===== src/rtl/serial_pattern_gen.sv =====
// Serial pattern transmitter feeding the detector X input: shifts pattern[len-1:0] MSB-first,
// repeats with idle gaps. Optional macro PATTERN_GEN_LFSR_EN fills gaps with LFSR noise.
`timescale 1ns/1ps
module serial_pattern_gen #(
    parameter int   PAT_W      = 16,
    parameter int   LEN_W      = 5,
    parameter int   REP_W      = 4,
    parameter int   GAP_W      = 4,
    parameter logic IDLE_LEVEL = 1'b1
) (
    input  logic             CLK,
    input  logic             RST,
    input  logic             start,
    input  logic [PAT_W-1:0] pattern,
    input  logic [LEN_W-1:0] length,
    input  logic [REP_W-1:0] reps,
    input  logic [GAP_W-1:0] gap,
    output logic             X,
    output logic             X_valid,
    output logic             busy,
    output logic             done
);

    localparam int IDX_W = (PAT_W > 1) ? $clog2(PAT_W) : 1;
    localparam logic [LEN_W-1:0] PAT_W_L = LEN_W'(PAT_W);

    typedef enum logic [1:0] {IDLE, SHIFT, GAP, DONE} state_t;

    // Saturate the requested length to PAT_W and return the index of the first bit sent.
    function automatic logic [IDX_W-1:0] sat_top_idx(input logic [LEN_W-1:0] len);
        logic [LEN_W-1:0] l;
        l = (len > PAT_W_L) ? PAT_W_L : len;
        l = l - LEN_W'(1);
        return l[IDX_W-1:0];
    endfunction

    state_t             state, state_nx;
    logic [PAT_W-1:0]   pat_r, pat_nx;
    logic [IDX_W-1:0]   top_r, top_nx;
    logic [IDX_W-1:0]   idx_r, idx_nx;
    logic [REP_W-1:0]   rep_r, rep_nx;
    logic [GAP_W-1:0]   gap_r, gap_nx;
    logic [GAP_W-1:0]   gcnt_r, gcnt_nx;
    logic               x_nx, xv_nx, busy_nx, done_nx;
    logic               gap_x;

`ifdef PATTERN_GEN_LFSR_EN
    logic [6:0] lfsr_r;
    logic       lfsr_step;

    // The LFSR advances once per gap cycle, as that cycle's bit is loaded into X.
    assign lfsr_step = (state_nx == GAP);
    assign gap_x     = lfsr_r[6];

    always_ff @(posedge CLK) begin
        if (RST) begin
            lfsr_r <= 7'h7F;
        end else if (lfsr_step) begin
            lfsr_r <= {lfsr_r[5:0], lfsr_r[6] ^ lfsr_r[5]};
        end
    end
`else
    assign gap_x = IDLE_LEVEL;
`endif

    // Next-state logic computes the values X and friends will hold next cycle, so all outputs are registered.
    always_comb begin
        state_nx = state;
        pat_nx   = pat_r;
        top_nx   = top_r;
        idx_nx   = idx_r;
        rep_nx   = rep_r;
        gap_nx   = gap_r;
        gcnt_nx  = gcnt_r;
        x_nx     = IDLE_LEVEL;
        xv_nx    = 1'b0;
        busy_nx  = 1'b0;
        done_nx  = 1'b0;

        case (state)
            IDLE: begin
                if (start && (length != '0)) begin
                    state_nx = SHIFT;
                    pat_nx   = pattern;
                    top_nx   = sat_top_idx(length);
                    rep_nx   = (reps == '0) ? '0 : reps - REP_W'(1);
                    gap_nx   = gap;
                    idx_nx   = top_nx;
                    x_nx     = pattern[top_nx];
                    xv_nx    = 1'b1;
                    busy_nx  = 1'b1;
                end
            end
            SHIFT: begin
                // rep_r holds the repetitions still owed after the one currently on the line.
                if (idx_r != '0) begin
                    idx_nx  = idx_r - IDX_W'(1);
                    x_nx    = pat_r[idx_nx];
                    xv_nx   = 1'b1;
                    busy_nx = 1'b1;
                end else if (rep_r != '0) begin
                    rep_nx  = rep_r - REP_W'(1);
                    busy_nx = 1'b1;
                    if (gap_r != '0) begin
                        state_nx = GAP;
                        gcnt_nx  = gap_r - GAP_W'(1);
                        x_nx     = gap_x;
                    end else begin
                        idx_nx = top_r;
                        x_nx   = pat_r[top_r];
                        xv_nx  = 1'b1;
                    end
                end else begin
                    state_nx = DONE;
                    done_nx  = 1'b1;
                end
            end
            GAP: begin
                busy_nx = 1'b1;
                if (gcnt_r != '0) begin
                    gcnt_nx = gcnt_r - GAP_W'(1);
                    x_nx    = gap_x;
                end else begin
                    state_nx = SHIFT;
                    idx_nx   = top_r;
                    x_nx     = pat_r[top_r];
                    xv_nx    = 1'b1;
                end
            end
            DONE: begin
                state_nx = IDLE;
            end
            default: begin
                state_nx = IDLE;
            end
        endcase
    end

    always_ff @(posedge CLK) begin
        if (RST) begin
            state   <= IDLE;
            pat_r   <= '0;
            top_r   <= '0;
            idx_r   <= '0;
            rep_r   <= '0;
            gap_r   <= '0;
            gcnt_r  <= '0;
            X       <= IDLE_LEVEL;
            X_valid <= 1'b0;
            busy    <= 1'b0;
            done    <= 1'b0;
        end else begin
            state   <= state_nx;
            pat_r   <= pat_nx;
            top_r   <= top_nx;
            idx_r   <= idx_nx;
            rep_r   <= rep_nx;
            gap_r   <= gap_nx;
            gcnt_r  <= gcnt_nx;
            X       <= x_nx;
            X_valid <= xv_nx;
            busy    <= busy_nx;
            done    <= done_nx;
        end
    end

endmodule


===== config.mk =====
export PLATFORM = sky130hd
export DESIGN_NAME = serial_pattern_gen
export DESIGN_NICKNAME = d
export VERILOG_FILES = /design/src/rtl/serial_pattern_gen.sv
export SDC_FILE = /design/constraint.sdc
export NUM_CORES = 1
export LEC_CHECK = 0
export BUFFER_PORTS_ARGS = -buffer_cell sky130_fd_sc_hd__buf_2
export CAP_MARGIN = 15
export CORE_UTILIZATION = 58
export DETAILED_ROUTE_END_ITERATION = 7
export MAX_ROUTING_LAYER = met4
export PLACE_DENSITY = 0.8
export SETUP_SLACK_MARGIN = 0.1
export SLEW_MARGIN = 20
export SYNTH_ARGS = -nofsm -noshare
export SYNTH_HDL_FRONTEND = slang
export SYNTH_SLANG_ARGS = --single-unit

===== constraint.sdc =====
create_clock -name CLK -period 3.36 [get_ports CLK]
set_input_delay 0.504 -clock CLK [delete_from_list [all_inputs] [get_ports CLK]]
set_output_delay 0.504 -clock CLK [all_outputs]
set_load 0.02 [all_outputs]

* Word level (Yosys, flattened, before mapping)
Cells that the tools add are included.
** Word-level totals
- Register bits :: 42
- Bits in latches :: 0
- Memory bits (writable) :: 0
- Bits in read-only memories :: 0
- Memories :: 0
** Cells by class
- Add/sub/neg operators :: 6
- $mul :: 0
- Divide/modulo/power cells :: 0
- $lt $le $gt $ge :: 4
- Equal/unequal tests :: 12
- Shift-type cells :: 0
- Mux-type cells :: 45
- Bitwise logic cells :: 1
- Reductions and logical operators :: 17
** Operators by type and width (count)
- $mux W4 :: 14
- $sub A4 B1 Y4 const B :: 6
- $mux W1 :: 16
- $pmux W4 S2 :: 2
- $reduce_bool A4 Y1 :: 4
- $lt A4 B5 Y1 const B :: 3
- $bmux W1 S4 :: 3
- $ne A2 B2 Y1 const B :: 6
- $pmux W4 S3 :: 1
- $mux W2 :: 5
- $reduce_and A5 Y1 :: 2
- $ne A3 B3 Y1 const B :: 3
- $pmux W1 S3 :: 3
- $pmux W2 S4 :: 1
- $reduce_and A4 Y1 :: 2
- $gt A5 B5 Y1 const B :: 1
- $reduce_bool A5 Y1 :: 1
- $eq A2 B2 Y1 const B :: 2
- $logic_not A4 Y1 :: 1
- $reduce_bool A2 Y1 :: 2
- $reduce_bool A3 Y1 :: 1
- $reduce_or A3 Y1 :: 1
- $eq A2 B1 Y1 const B :: 1
- $logic_not A2 Y1 :: 1
- other kinds (3) :: 3

* Depth between registers and ports, before layout
Gate-level depths: netlist (run 1).
- Depth in word-level cells :: 7
- Mapped depth :: 9
- Depth with buffers taken out :: 8

* Least setup slack after synthesis (run 1)
OpenSTA, ideal clock, no wires.
- Path kind :: flip-flop to flip-flop
- Start point :: register idx_r[0]
- End point :: register X
- Arrival :: 2.214 ns
- Data required time :: 3.237 ns
- Slack :: 1.023 ns
- Stages on the path, launching flop included :: 8
- Buffers on the path :: 1
- Period minus slack after synthesis :: 2.337 ns
- Path through :: dfxtp_1 clkbuf_1 inv_1 ha_1 mux4_2 mux4_2 nand3_1 nand3b_4
** Between the ends
- Cells in the longest elaborated chain, start to end :: 5
** Ends and longest elaborated chain
- from (decl) :: line 40 : logic [IDX_W-1:0] idx_r, idx_nx;
- from (signal assigned) :: line 156 : idx_r <= idx_nx;
- $sub A4 B1 Y4 :: line 97 : idx_nx = idx_r - IDX_W'(1);
- $bmux W1 S4 :: line 98 : x_nx = pat_r[idx_nx];
- $mux W1 (implied by the code) :: line 98
- $mux W1 * :: line 96 : if (idx_r != '0) begin
- $pmux W1 S3 * :: line 80 : case (state)
- to (signal assigned) :: line 160 : X <= x_nx;
- to (decl) :: line 18 : output logic X,
Every way passes the cells marked *; elsewhere a longest branch is shown, timed or not. The select of a mux whose other input is x is not followed.
A chain may end at the register's enable or synchronous reset.

* Worst setup path after layout (run 1)
Ends and elaborated chain as after synthesis.

==> flow_summary.toml, run 1 <==
[status]
status = "finished, final reports clean"

[global_routing]
grt-ovfl-total = 0
antenna_found_initial = 0
grt_max_degree = 42
grt_pass1_wl_microns = 10900
grt_pass1_vias = 2332
grt_usage_pct = 28.6

[floorplanning]
ios = 36
rows = 24
coreArea_sq_um = 4380
die_h_microns = 69.6
fp.dieW_microns = 69.6
die-area_sq_um = 4850
initial_core_util_pct = 60.5

[layout]
fin_nets = 371
final_common_cell = "nand2_1"
final_cell_mix = "nand2_1, dfxtp_1, a21oi_1"
antenna_cells = 0
final_cell_count_no_fill = 383
area_growth_pct = 8.91
final_layout_size_suffix_gt1_share_pct = 19.6

[sta]
finalClockSkew_ps = 7.78
min_period_over_period_pct = 73.0
worst_slew_pin_slew_ps = 813
rsz0062_at_grt = "no"
fin_crit_ps = 2450
finalSetupViolCount = 0
tns_ps = 0
layout_setup_ws_ps = 907
finalHoldViolCount = 0
holdWs_ps = 435
max_freq_mhz = 408
slew_violations = 0
slew_headroom_pct = 45.8

[detailed_routing]
via_count = 2385
wire_per_inst_microns = 16.3
route.detailed.drc = 0
vias_per_cell = 6.23
antenna_left = 0
drtIter0Drc = 223
drt_pre_antenna_iters = 4
wl_microns = 6250

[critical_path]
crit_end = "X"
critPathTopFamily = "multiplexers"
r2r_slack_ps = 910
worstSetupStartpointType = "flop"
startpoint = "idx_r[0]"
criticalPathCategory = "flop to flop"
arrival_ps = 2630
crit_slowest_cell = "dfxtp_1"
cpPeakStageDelay_ps = 550
path_depth = 6
cp_cell_sequence = "inv_1 -> ha_1 -> mux4_2 -> mux4_2 -> nand3_1 -> nand3b_4"
worst_ep_required_time_ps = 3540
r2r_end = "X"
crit_fanout = 8
rr_worst_depth = 6
critical_path_buf_inv_count = 1
reg2reg_from = "idx_r[0]"
crit_path_frequent_cell = "mux4_2"
cp-end-kind = "flop"

[logic_synthesis]
synth_area_sq_um = 2650
ys.warnings.count = 0
avgSynthCellArea_sq_um = 8.62
ys_ff_latch = 42
synthArstFlopShare_pct = 0
synth_edf_count = 0
synth_fp_nets = 349
synth-main-ff-cell = "dfxtp_1"
syn_inst = 308
seq_area_frac_synth_pct = 31.7
synth_cell_type_count = 64
synth_top_area_share_pct = 31.7
yosys.area.top_type = "dfxtp_1"
synth_area_leaders = "dfxtp_1, a21oi_1, nand2_1"

[cts]
clock-sinks = 42
worstSkewPairLatency_ps = 300
cts_buffers = 5
ctsResizeCount = 0
clockBufferDepth = 2
path_clk_slew_ps = 80
hold_buffers = 0
postCtsSetupBuffers = 0
cts_tree = "done"
root_buffer = "clkbuf_8"
h-tree-depth = 2

[placement]
place_ws_ps = 827
gp_congestion = 0.899
io_buffers = 35
placed_cells = 375
dp_hpwl_microns = 4500

[hold_path]
hold_class = "input port to flop"

[power]
power_leakage_nw = 1.12
swShare_pct = 42.8
pwr-share-clk_pct = 14.0
seqPwrFrac_pct = 33.1
p_sw_mw = 0.995
p_int_mw = 1.33
peakVddDrop_mv = 0.459
powerDensity_nw_per_um2 = 804
p_comb_share_pct = 52.9

[flow_run]
max_cap_viol_count = 0
## power groups by stage
stage	sequential, mW	clock [mW]	combinational (mW)
6_report	0.768	0.326	1.23
2_1_floorplan	0.749	0	0.990
4_1_cts	0.765	0.332	1.22
3_3_place_gp	0.772	0	1.19
3_5_place_dp	0.775	0	1.22
5_1_grt	0.793	0.352	1.36
## state kept, by name, summed over array words and instances (netlist names)
signal   count
done         1
X_valid      1
state        2
busy         1
gcnt_r       4
gap_r        4
X            1
top_r        4
idx_r        4
rep_r        4
pat_r       16
## cell usage after synthesis (2+ instances only)
cell type	number
nand2_1	48
dfxtp_1	42
a21oi_1	36
nor2_1	13
inv_1	12
o21ai_0	12
clkbuf_1	11
ha_1	9
nand2b_1	8
nor3_1	8
buf_2	6
mux4_2	6
nand3_1	6
mux2i_1	5
nand3b_1	5
nor4_1	5
a211oi_1	4
a311oi_1	4
mux4_1	4
o211ai_1	4
a221oi_1	3
nor2b_1	3
xnor2_1	3
a31o_2	2
a32oi_1	2
a41o_1	2
buf_1	2
buf_4	2
mux2_2	2
nor3b_1	2
o21ai_1	2
o311ai_1	2
xor2_1	2
## logic make-up (layout without fill, tap and decap cells)
group                      after synthesis  count (layout)  synth area share (%)
and+or+nand+nor                        113             113                  22.2
AOI/OAI and AO/OA                       88              88                  22.8
DFF                                     42              42                  31.7
buffers and inverters                   34              57                  5.66
muxes                                   17              17                  11.8
adders and majority gates                9               9                  4.24
xor gates and xnor gates                 5               5                  1.65
## worst reg2reg max path: stages (launching register included)
cell	delay (ps)
dfxtp_1	550
inv_1	120
ha_1	430
mux4_2	550
mux4_2	460
nand3_1	140
nand3b_4	80
## final cells by class
| class | count | area, sq um |
|---|---|---|
| clock buffers | 6 | 72.6 |
| multi-input cells | 232 | 1660 |
| fillers | 374 | 1490 |
| repair buffers | 37 | 190 |
| inverters | 12 | 45.0 |
| well taps | 52 | 65.1 |
| flip-flops and latches | 42 | 841 |
| clock inverters | 2 | 13.8 |
## per-layer routing
| metal | global-route usage, % | wire, microns |
|---|---|---|
| met1 | 39.6 | 2750 |
| met2 | 42.4 | 2840 |
| met3 | 6.25 | 572 |
| met4 | 8.44 | 87 |
| met5 | - | 0 |
## worst min path at each step
stage / startpoint / cells after the start / endpoint / slack [ps]
6_report: gap[1] / 3 / gap_r[1] / 430
5_1_grt: gap[1] / 3 / gap_r[1] / 440
4_1_cts: gap[0] / 3 / gap_r[0] / 430
3_5_place_dp: pat_r[8] / 2 / pat_r[8] / 460
3_3_place_gp: pat_r[0] / 2 / pat_r[0] / 460
2_1_floorplan: pat_r[1] / 2 / pat_r[1] / 440
## metrics by stage
stage | power [mW] | cell area, sq um | utilization (%)
after detailed placement | 1.99 | 2800 | 64.0
after floorplan | 1.74 | 2650 | -
after global placement | 1.96 | 2800 | 64.0
final | 2.32 | 2890 | 65.9
after global routing | 2.51 | 2890 | 65.9
after CTS | 2.32 | 2890 | 65.9
No activity file was read; power rests on OpenSTA's default activity.
==> run 2: changes to the inputs <==
==> constraint.sdc (replaced) <==
create_clock -name CLK -period 2.3 [get_ports CLK]
set_input_delay 0.345 -clock CLK [delete_from_list [all_inputs] [get_ports CLK]]
set_output_delay 0.345 -clock CLK [all_outputs]
set_load 0.02 [all_outputs]
==> run 2 against run 1 <==
- maximum frequency is 16% higher
- highest routed layer unchanged
- hold slack got worse by 160 ps
- die area stayed put
- non-clock buffer count grew 8
- sequential share of layout area down 0.72 points
- count of clock-buffer cells in the layout stayed put
- register-to-register slack worse by 720 ps
==> flow_summary.toml, run 2 (synthesized netlist as in run 1, its figures left out) <==
[layout]
regMostFlops = "pat_r"
largest_register_ffs = 16
antenna_cells = 0
final_layout_size_suffix_gt1_share_pct = 22.4
final_common_cell = "nand2_1"
area_growth_pct = 11.7
fin_nets = 379
final_cell_mix = "nand2_1, dfxtp_1, a21oi_1"
final_cell_count_no_fill = 391
stdcell_area_sq_um = 2960

[sta]
finalHoldViolCount = 0
finalSetupViolCount = 0
slew_headroom_pct = 62.4
tns_ps = 0
rsz0062_at_grt = "no"
min_period_over_period_pct = 91.8
worst_slew_pin_slew_ps = 563
slew_violations = 0
finalClockSkew_ps = 6.86
fin_crit_ps = 2110
layout_setup_ws_ps = 189
max_freq_mhz = 474

[critical_path]
worst_ep_required_time_ps = 2500
crit_fanout = 5
arrival_ps = 2310
criticalPathCategory = "flop to flop"
rr_worst_depth = 6
cp-end-kind = "flop"
worstSetupStartpointType = "flop"

[detailed_routing]
vias_per_cell = 6.24
drt_pre_antenna_iters = 6
drtIter0Drc = 295
antenna_left = 0
wl_microns = 6570
wire_per_inst_microns = 16.8
route.detailed.drc = 0
via_count = 2441

[floorplanning]
ios = 36
coreArea_sq_um = 4380
die-area_sq_um = 4850
initial_core_util_pct = 60.5
fp.dieW_microns = 69.6
die_h_microns = 69.6
rows = 24

[global_routing]
grt_pass1_vias = 2342
antenna_found_initial = 0
grt-ovfl-total = 0
grt_usage_pct = 29.3
grt_pass1_wl_microns = 11000
grt_max_degree = 27

[hold_path]
hold_class = "input port to flop"
min_path_cells = 3

[cts]
hold_buffers = 0
root_buffer = "clkbuf_8"
path_clk_slew_ps = 80
postCtsSetupBuffers = 0
clockBufferDepth = 2
ctsResizeCount = 0
clock-sinks = 42
cts_tree = "done"
h-tree-depth = 2
worstSkewPairLatency_ps = 300
cts_buffers = 5

[power]
power_leakage_nw = 1.16
power.total_mw = 3.53
powerDensity_nw_per_um2 = 1190
peakVddDrop_mv = 0.499

[placement]
place_area_sq_um = 2860
place_ws_ps = 171
gp_congestion = 0.895
io_buffers = 35
dp_hpwl_microns = 4850
placed_cells = 383

[status]
status = "finished, final reports clean"

[flow_run]
max_cap_viol_count = 0
## run 2: cell type report
class,instances,area (sq um)
Clock buffer,6,82.6
Clock inverter,2,12.5
Fill cell,367,1420
Inverter,12,45.0
Multi-Input combinational cell,232,1670
Sequential cell,42,841
Tap cell,52,65.1
Timing Repair Buffer,45,250
## run 2: worst paths after layout
| kind | startpoint | endpoint | slack, ps |
|---|---|---|---|
| worst min-delay path | gap[0] | gap_r[0] | 270 |
| worst max-delay path | idx_r[1] | X | 190 |
| worst max register to register | idx_r[1] | X | 190 |
| worst min register to register | pat_r[1] | pat_r[1] | 480 |
## run 2: stage by stage
| stage | hold WS [ps] | util (%) |
|---|---|---|
| global route | 280 | 67.6 |
| detailed placement | 468 | 65.3 |
| CTS | 268 | 67.5 |
| global placement | 461 | 65.3 |
| finish | 273 | 67.6 |
| floorplan | 441 | - |
## run 2: worst max-delay path, cell delays in order (launching register included)
cell      delay, ps
dfxtp_1         360
inv_1            70
ha_2            400
mux4_2          510
mux4_2          450
nand3_1         130
nand3b_4         70
## run 2: routing by layer
layer | track usage, % | wire [microns] | vias to the layer above | part of all wire, %
li1 | - | - | 1193 | -
met1 | 37.1 | 2910 | 1106 | 44
met2 | 46.8 | 3030 | 128 | 46
met3 | 6.69 | 502 | 14 | 7.6
met4 | 8.89 | 115 | 0 | 1.8
met5 | - | 0 | - | 0
## run 2: power by group
part / internal, mW / total, mW / leakage (nW) / switching (mW)
Sequential: 0.932 / 1.12 / 0.346 / 0.185
Clock: 0.241 / 0.506 / 0.0472 / 0.264
Combinational: 0.847 / 1.90 / 0.768 / 1.06
